`src/rtl/mmh_job_sched_if.sv`:
```
// Requester and multiplier signal bundle for mmh_job_sched.
// The slave modport is the scheduler; master is the requester/multiplier side.
interface mmh_job_sched_if #(
  parameter int unsigned CW = 4
) ();
  logic            req0;
  logic [4*CW-1:0] opa0;
  logic [4*CW-1:0] opb0;
  logic            gnt0;
  logic            done0;
  logic            req1;
  logic [4*CW-1:0] opa1;
  logic [4*CW-1:0] opb1;
  logic            gnt1;
  logic            done1;
  logic [4*CW-1:0] mm_a;
  logic [4*CW-1:0] mm_b;
  logic            mm_stm;
  logic            mm_eom;
  logic [8*CW-1:0] mm_c;
  logic [8*CW-1:0] res;
  logic            busy;
  logic            err;

  modport master (
    output req0, opa0, opb0, req1, opa1, opb1, mm_eom, mm_c,
    input  gnt0, done0, gnt1, done1, mm_a, mm_b, mm_stm, res, busy, err
  );

  modport slave (
    input  req0, opa0, opb0, req1, opa1, opb1, mm_eom, mm_c,
    output gnt0, done0, gnt1, done1, mm_a, mm_b, mm_stm, res, busy, err
  );
endinterface

```
`src/rtl/mmh_job_sched.sv`:
```
// Round-robin job scheduler sharing one 2x2 hypercube matrix multiplier between two requesters.
// Define MMH_WDOG_EN to bound WAIT with a watchdog that raises the sticky ERR flag.
module mmh_job_sched #(
  parameter int unsigned CW       = 4,
  parameter int unsigned WD_LIMIT = 255
) (
  input  logic           clk_i,
  input  logic           rst_ni,
  mmh_job_sched_if.slave bus_io
);
  localparam logic [2:0] StIdle  = 3'd0;
  localparam logic [2:0] StLoad  = 3'd1;
  localparam logic [2:0] StStart = 3'd2;
  localparam logic [2:0] StWait  = 3'd3;
  localparam logic [2:0] StCapt  = 3'd4;
  localparam logic [2:0] StResp  = 3'd5;

  logic [2:0]      state_q, state_d;
  logic            ptr_q;
  logic            sel_q;
  logic            sel_now;
  logic            any_req;
  logic            take;
  logic            timeout;
  logic [4*CW-1:0] mm_a_q;
  logic [4*CW-1:0] mm_b_q;
  logic [8*CW-1:0] res_q;

  assign any_req = bus_io.req0 | bus_io.req1;
  // Both requesting: the pointer decides; otherwise the lone requester wins.
  assign sel_now = (bus_io.req0 && bus_io.req1) ? ptr_q : bus_io.req1;
  assign take    = (state_q == StIdle) && any_req;

`ifdef MMH_WDOG_EN
  logic [7:0] wd_q;
  logic       err_q;

  assign timeout = (state_q == StWait) && !bus_io.mm_eom && (wd_q == 8'(WD_LIMIT - 1));

  always_ff @(posedge clk_i or negedge rst_ni) begin
    if (!rst_ni) begin
      wd_q  <= '0;
      err_q <= 1'b0;
    end else begin
      if (state_q == StStart) begin
        wd_q <= '0;
      end else if (state_q == StWait) begin
        wd_q <= wd_q + 8'd1;
      end
      if (timeout) begin
        err_q <= 1'b1;
      end
    end
  end

  assign bus_io.err = err_q;
`else
  // WAIT is unbounded here; WD_LIMIT has no effect in this build.
  assign timeout    = 1'b0 && (WD_LIMIT > 0);
  assign bus_io.err = 1'b0;
`endif

  always_comb begin
    state_d = state_q;
    case (state_q)
      StIdle:  if (any_req) state_d = StLoad;
      StLoad:  state_d = StStart;
      StStart: state_d = StWait;
      StWait: begin
        if (bus_io.mm_eom) begin
          state_d = StCapt;
        end else if (timeout) begin
          state_d = StResp;
        end
      end
      StCapt:  state_d = StResp;
      StResp:  state_d = StIdle;
      default: state_d = StIdle;
    endcase
  end

  always_ff @(posedge clk_i or negedge rst_ni) begin
    if (!rst_ni) begin
      state_q <= StIdle;
      ptr_q   <= 1'b0;
      sel_q   <= 1'b0;
      mm_a_q  <= '0;
      mm_b_q  <= '0;
      res_q   <= '0;
    end else begin
      state_q <= state_d;
      if (take) begin
        sel_q  <= sel_now;
        mm_a_q <= sel_now ? bus_io.opa1 : bus_io.opa0;
        mm_b_q <= sel_now ? bus_io.opb1 : bus_io.opb0;
      end
      if (state_q == StCapt) begin
        res_q <= bus_io.mm_c;
      end else if (timeout) begin
        res_q <= '0;
      end
      if (state_q == StResp) begin
        ptr_q <= ~sel_q;
      end
    end
  end

  // Grant is issued in the IDLE cycle itself; masked so it stays low while reset is held.
  assign bus_io.gnt0   = rst_ni && take && !sel_now;
  assign bus_io.gnt1   = rst_ni && take && sel_now;
  assign bus_io.done0  = (state_q == StResp) && !sel_q;
  assign bus_io.done1  = (state_q == StResp) && sel_q;
  assign bus_io.mm_stm = (state_q == StStart);
  assign bus_io.busy   = (state_q != StIdle);
  assign bus_io.mm_a   = mm_a_q;
  assign bus_io.mm_b   = mm_b_q;
  assign bus_io.res    = res_q;
endmodule
```
`src/flat_wrapper.sv`:
```
// flat-port wrapper written by rule: the top's interface ports become plain ports
module mmh_job_sched_flat 
#(
  parameter int unsigned CW       = 4,
  parameter int unsigned WD_LIMIT = 255
)
  (clk_i, rst_ni, bus_io_req0, bus_io_opa0, bus_io_opb0, bus_io_req1, bus_io_opa1, bus_io_opb1, bus_io_mm_eom, bus_io_mm_c, bus_io_gnt0, bus_io_done0, bus_io_gnt1, bus_io_done1, bus_io_mm_a, bus_io_mm_b, bus_io_mm_stm, bus_io_res, bus_io_busy, bus_io_err);
  mmh_job_sched_if #(.CW(CW)) bus_io_i ();
  input  logic clk_i;
  input  logic rst_ni;
  input wire logic [$bits(bus_io_i.req0)-1:0] bus_io_req0;
  input wire logic [$bits(bus_io_i.opa0)-1:0] bus_io_opa0;
  input wire logic [$bits(bus_io_i.opb0)-1:0] bus_io_opb0;
  input wire logic [$bits(bus_io_i.req1)-1:0] bus_io_req1;
  input wire logic [$bits(bus_io_i.opa1)-1:0] bus_io_opa1;
  input wire logic [$bits(bus_io_i.opb1)-1:0] bus_io_opb1;
  input wire logic [$bits(bus_io_i.mm_eom)-1:0] bus_io_mm_eom;
  input wire logic [$bits(bus_io_i.mm_c)-1:0] bus_io_mm_c;
  output wire logic [$bits(bus_io_i.gnt0)-1:0] bus_io_gnt0;
  output wire logic [$bits(bus_io_i.done0)-1:0] bus_io_done0;
  output wire logic [$bits(bus_io_i.gnt1)-1:0] bus_io_gnt1;
  output wire logic [$bits(bus_io_i.done1)-1:0] bus_io_done1;
  output wire logic [$bits(bus_io_i.mm_a)-1:0] bus_io_mm_a;
  output wire logic [$bits(bus_io_i.mm_b)-1:0] bus_io_mm_b;
  output wire logic [$bits(bus_io_i.mm_stm)-1:0] bus_io_mm_stm;
  output wire logic [$bits(bus_io_i.res)-1:0] bus_io_res;
  output wire logic [$bits(bus_io_i.busy)-1:0] bus_io_busy;
  output wire logic [$bits(bus_io_i.err)-1:0] bus_io_err;
  assign bus_io_i.req0 = bus_io_req0;
  assign bus_io_i.opa0 = bus_io_opa0;
  assign bus_io_i.opb0 = bus_io_opb0;
  assign bus_io_i.req1 = bus_io_req1;
  assign bus_io_i.opa1 = bus_io_opa1;
  assign bus_io_i.opb1 = bus_io_opb1;
  assign bus_io_i.mm_eom = bus_io_mm_eom;
  assign bus_io_i.mm_c = bus_io_mm_c;
  assign bus_io_gnt0 = bus_io_i.gnt0;
  assign bus_io_done0 = bus_io_i.done0;
  assign bus_io_gnt1 = bus_io_i.gnt1;
  assign bus_io_done1 = bus_io_i.done1;
  assign bus_io_mm_a = bus_io_i.mm_a;
  assign bus_io_mm_b = bus_io_i.mm_b;
  assign bus_io_mm_stm = bus_io_i.mm_stm;
  assign bus_io_res = bus_io_i.res;
  assign bus_io_busy = bus_io_i.busy;
  assign bus_io_err = bus_io_i.err;
  mmh_job_sched #(.CW(CW), .WD_LIMIT(WD_LIMIT)) u_core (.clk_i(clk_i), .rst_ni(rst_ni), .bus_io(bus_io_i));
endmodule
```
`config.mk`:
```
export PLATFORM = sky130hd
export DESIGN_NAME = mmh_job_sched_flat
export DESIGN_NICKNAME = d
export VERILOG_FILES = /design/src/rtl/mmh_job_sched_if.sv /design/src/rtl/mmh_job_sched.sv /design/src/flat_wrapper.sv
export SDC_FILE = /design/constraint.sdc
export NUM_CORES = 1
export LEC_CHECK = 0
export ABC_AREA = 1
export BUFFER_PORTS_ARGS = -buffer_cell sky130_fd_sc_hd__buf_2
export CORE_ASPECT_RATIO = 2
export CORE_MARGIN = 2
export CORE_UTILIZATION = 46
export CTS_CLUSTER_SIZE = 12
export DETAILED_ROUTE_END_ITERATION = 10
export GPL_TIMING_DRIVEN = 0
export PLACE_DENSITY = 0.9
export SLEW_MARGIN = 20
export SYNTH_ARGS = -nofsm -noshare
export SYNTH_HDL_FRONTEND = slang
export SYNTH_SLANG_ARGS = --single-unit
```
`constraint.sdc`:
```
create_clock -name clk_i -period 1.4 [get_ports clk_i]
set_input_delay 0 -clock clk_i [delete_from_list [all_inputs] [get_ports clk_i]]
set_output_delay 0 -clock clk_i [all_outputs]
set_load 0.01 [all_outputs]
```
# --- After elaboration in Yosys (flattened, before gate mapping) ---
# Index checks and enable logic that the tools add are counted.
op_classes:
  n_eq_ne: 7
  n_reduce_logical: 12
  muxes: 6
  n_bitwise: 2
op_table:
  columns: ["operator", "count"]
  rows:
  - ["16-bit two-way mux", 2]
  - ["3-bit one-hot mux with 5 select lines", 1]
  - ["1-bit logical AND", 7]
  - ["3-bit by 2-bit == test with 1-bit output, second input constant", 2]
  - ["3-bit == test, second input constant", 2]
  - ["3-bit two-way mux", 2]
  - ["3-bit by 1-bit == test with 1-bit output, second input constant", 1]
  - ["3-bit zero test", 1]
  - ["3-bit nonzero test", 1]
  - ["1-bit zero test", 2]
  - ["2-bit by 1-bit != test with 1-bit output, second input constant", 1]
  - ["2-bit != test, second input constant", 1]
  - ["2-bit AND reduction", 1]
  - ["1-bit two-way mux", 1]
  - ["1-bit NOT", 1]
  - ["1-bit OR", 1]
word_totals:
  out_inout_bits: 71
  register_bits: 69
  in_bits: 101
  wordCells: 33

# --- Longest topological paths before layout ---
depth:
  depth_word: 4
  ltp_mapped: 7
  ltp_nobuf: 6

# --- Least setup slack after synthesis ---
# Ideal clock, no wire load.
synth_timing:
  kind: "reg-to-output"
  start: "register u_core.state_q[1]"
  end: "output bus_io_gnt0"
  path_buffers: 1
  required_ps: 1400
  arrival_time_ps: 1227
  stages_incl_launch_ff: 5
  setup_slack_ps: 173
  cell_sequence: "dfrtp_1 -> nor2_4 -> nand3_2 -> buf_2 -> nor3_1"
synth_between:
  elab_chain_cells: 4
synth_rtl:
  columns: ["item", "line", "rtl"]
  rows:
  - ["from (decl)", "mmh_job_sched.sv:18", "logic [2:0] state_q, state_d;"]
  - ["from (signal assigned)", "mmh_job_sched.sv:84", "state_q <= StIdle;"]
  - ["from (signal assigned)", "mmh_job_sched.sv:91", "state_q <= state_d;"]
  - ["3-bit zero test", "mmh_job_sched.sv:32", "assign take = (state_q == StIdle) && any_req;"]
  - ["1-bit logical AND", "mmh_job_sched.sv:32", null]
  - ["1-bit logical AND (2 in series)", "mmh_job_sched.sv:109", "assign bus_io.gnt0 = rst_ni && take && !sel_now;"]
  - ["to (decl)", "flat_wrapper.sv:19", "output wire logic [$bits(bus_io_i.gnt0)-1:0] bus_io_gnt0;"]
# Every way passes these cells.

# --- Worst setup path after layout ---
# Ends and elaborated chain as after synthesis.

==> results.md <==
- Fin crit share: 108%
- R2R setup slack: -40 ps
- Capturing point of the worst reg2reg path: u_core.bus_io.mm_b[8]
- Pin count of the biggest net entering global routing: 40
- CP Capture Type: primary output
- Clock Sinks: 69
- Initial Utilization: 46.8%
- TritonCTS buffer count: 9
- Placer congestion estimate: 0.809
- Synth warn: 0
- FF+latch count, synth: 69
- Vias in the first global route: 4265
- Drt total wl: 12600 µm
- Layout Area Growth over Synthesis: 67.6%
- Hold path depth: 5
- Buf/Inv on CP: 3
- Leakage: 3.33 nW
- Syn nets: 555
- Synth area leader: dfrtp_1
- Hold path startpoint: bus_io_opa0[13]
- Top cell type's share of synthesized area: 51.1%
- RSZ-0062 raised after global routing: true
- Final std cells w/o fill: 819
- Drt wl/cell: 15.3 µm
- Synth unique cells: 18
- Critical-path cell list: nor2_4 > buf_4 > nand3_4 > buf_8 > nor3_2 > buf_2
- Initial antenna violation count: 0
- Async set-reset flop share out of synthesis: 100%
- DRT antenna net count: 0
- Crit path max-delay cell type: dfrtp_1
- Die H: 125 µm
- Max IR drop VDD: 1220 µV
- Clk slew on worst S/H paths: 50 ps
- Detailed-route via count: 4172
- Syn Std Cell Area: 3380 µm²
- IO buf count: 169
- Top Family by Delay on Critical Path: flip-flops
- Ant diodes: 0
- Placed instance count: 716
- Switch share: 39.1%
- Max-cap violations: 0
- Combinational group share of total power: 46.9%
- Final net count: 825
- Setup violations, final: 35
- Cell Pwr Density: 1920 nW/µm²
- Hold EP: u_core.bus_io.mm_a[13]
- FILL cells: 458
- Critical path type: reg2out
- Final Critical Period: 1510 ps
- Worst r2r src: u_core.state_q[1]
- Drt first pass iters: 5
- CP Data Arrival Time: 1510 ps
- Worst setup margin: -108 ps
- DIE AREA: 8080 µm²
- Total track usage: 31.5%
- Crit start category: register
- Worst Skew: 4.34 ps
- Clock share of power: 20.2%
- CTS tree: yes
- Status: finished with violations
- Fin Setup TNS: -939 ps
- H-tree Lvls: 3
- Xor-xnor portion of the synthesized cell area: 0%
- Crit Path Max Fanout: 4
- Final slew viol count: 0
- Hold WS: -6.28 ps
- Gate Count Post-Synth: 454
- Main combinational cell family by area after synthesis: simple AND/OR/NAND/NOR gates
- Synth top area cells: dfrtp_1 (51%), nand2_1 (18%), nand3_1 (14%)
- Later-pin clock latency in the skew report: 330 ps
- Final Hold Vio Count: 1
- Mux share of post-synthesis cell area: 0%
- Psw: 4.25 mW
- Failing checks: hold timing, setup timing
- Sequential share of the synthesized area: 51.1%
- Core area: 7210 µm²
- Synth Area in Compound Gates: 0.890%
- Hold WC Path Type: in2reg
- Count leader, synth: nand2_1
- Num rows: 44
- Internal power: 6.61 mW
- Synth cell count leaders: nand2_1 (166), nand3_1 (97), inv_1 (73)
- Syn avg cell area: 7.44 µm²
- Flop pwr share: 32.9%
- Ys flop type: dfrtp_1
- First-pass GRT wire length: 19700 µm
- Post-synthesis simple-gate area fraction: 35.6%
- Die extent in x: 64.6 µm
- Drc violations: 0
- Max Root-Sink Buffers: 2
- Initial DRC Count: 250
- Clock root cell: clkbuf_16
- Via density per instance: 5.09
- WP data required: 1400 ps
- # IOs: 172
- Critical path's largest stage delay: 430 ps
- Fraction of layout cells with a size suffix above 1: 33.0%
- Grt total ovfl: 0
- EDFF count, synth: 0
- HPWL Detailed: 7110 µm
- Worst R2R Path Depth: 9
- Highest clock rate: 663 MHz
- Synth Area in Adders: 0%
[worst register-to-register path, stage by stage, from the launching register on]
cell	delay [ps]
dfrtp_1	430
nor2_4	150
buf_6	120
nand2_4	50
nor2_4	110
buf_4	130
buf_12	120
buf_6	120
nand3_1	80
nand2_1	70
[area by class of cell]
class	count	area [µm²]	area share [%]
Timing Repair Buffer	260	1780	31.4
Multi-Input combinational cell	285	1290	22.8
Clock buffer	12	246	4.36
Inverter	73	274	4.84
Clock inverter	2	35.0	0.619
Sequential cell	69	1730	30.5
Buffer	26	194	3.43
Tap cell	92	115	2.03
[kinds of logic after synthesis]
family          Yosys count
flops                    69
compound gates            6
buf+inv                 100
other cells               1
simple gates            278
[flip-flops by register name (all words and copies together) (netlist names)]
signal	flops
u_core.bus_io.mm_a	16
u_core.ptr_q	1
u_core.sel_q	1
u_core.bus_io.mm_b	16
u_core.bus_io.res	32
u_core.state_q	3
[layout by cell type (no fill, tap or decap), types with 4 or more instances in the layout]
| master | count |
|---|---|
| o21ai_0 | 4 |
| dfrtp_1 | 68 |
| clkbuf_16 | 10 |
| nand3_1 | 95 |
| nor2_1 | 5 |
| nand2_1 | 162 |
| inv_1 | 73 |
| clkbuf_1 | 8 |
| buf_6 | 8 |
| dlygate4sd3_1 | 68 |
| buf_8 | 4 |
| buf_2 | 173 |
| buf_4 | 18 |
[power groups by stage]
| stage | sequential (mW) | clock, mW | combinational [mW] |
|---|---|---|---|
| 6_report | 3.58 | 2.19 | 5.09 |
| 5_1_grt | 3.65 | 2.31 | 5.57 |
| 4_1_cts | 3.54 | 2.21 | 4.67 |
| 3_5_place_dp | 3.56 | 0 | 4.07 |
| 3_3_place_gp | 3.51 | 0 | 3.91 |
| 2_1_floorplan | 3.99 | 0 | 1.89 |
[through the flow]
stage          utilization [%]  setup slack [ps]  total power [mW]  area [µm²]
2_1_floorplan                -               173              5.88        3380
3_3_place_gp              60.1              -327              7.42        4340
3_5_place_dp              60.4             -81.3              7.63        4360
4_1_cts                   76.4              -110              10.4        5510
5_1_grt                   78.5              -163              11.5        5660
6_report                  78.5              -108              10.9        5660
[how the worst max path moves through the flow]
stage	from	endpoint	slack (ps)	depth (start not counted)
finish	u_core.state_q[1]	bus_io_gnt0	-110	6
global route	u_core.state_q[1]	bus_io_gnt1	-160	7
CTS	u_core.ptr_q	bus_io_gnt0	-110	6
detailed placement	u_core.state_q[0]	bus_io_gnt0	-80	5
global placement	rst_ni	bus_io_gnt0	-330	4
floorplan	u_core.state_q[1]	bus_io_gnt0	170	4
[per-layer routing]
layer | global-route usage (%) | share of wire (%) | vias to the layer above
met5 | 0 | 0 | -
met4 | 20.2 | 6.2 | 0
met3 | 8.09 | 7.0 | 75
met2 | 56.0 | 54 | 234
met1 | 31.5 | 33 | 1941
li1 | - | - | 1922
[timing repair]
action                                 in CTS  in global routing
setup endpoints to repair                  54                 68
gates cloned                                2                  1
gates resized for setup                    26                 28
endpoints found under the hold margin     129                  0
hold buffers                               69                  0
pin swaps                                   3                  3
buffers inserted                           10                  9
Power figures use the tool's default switching activity.
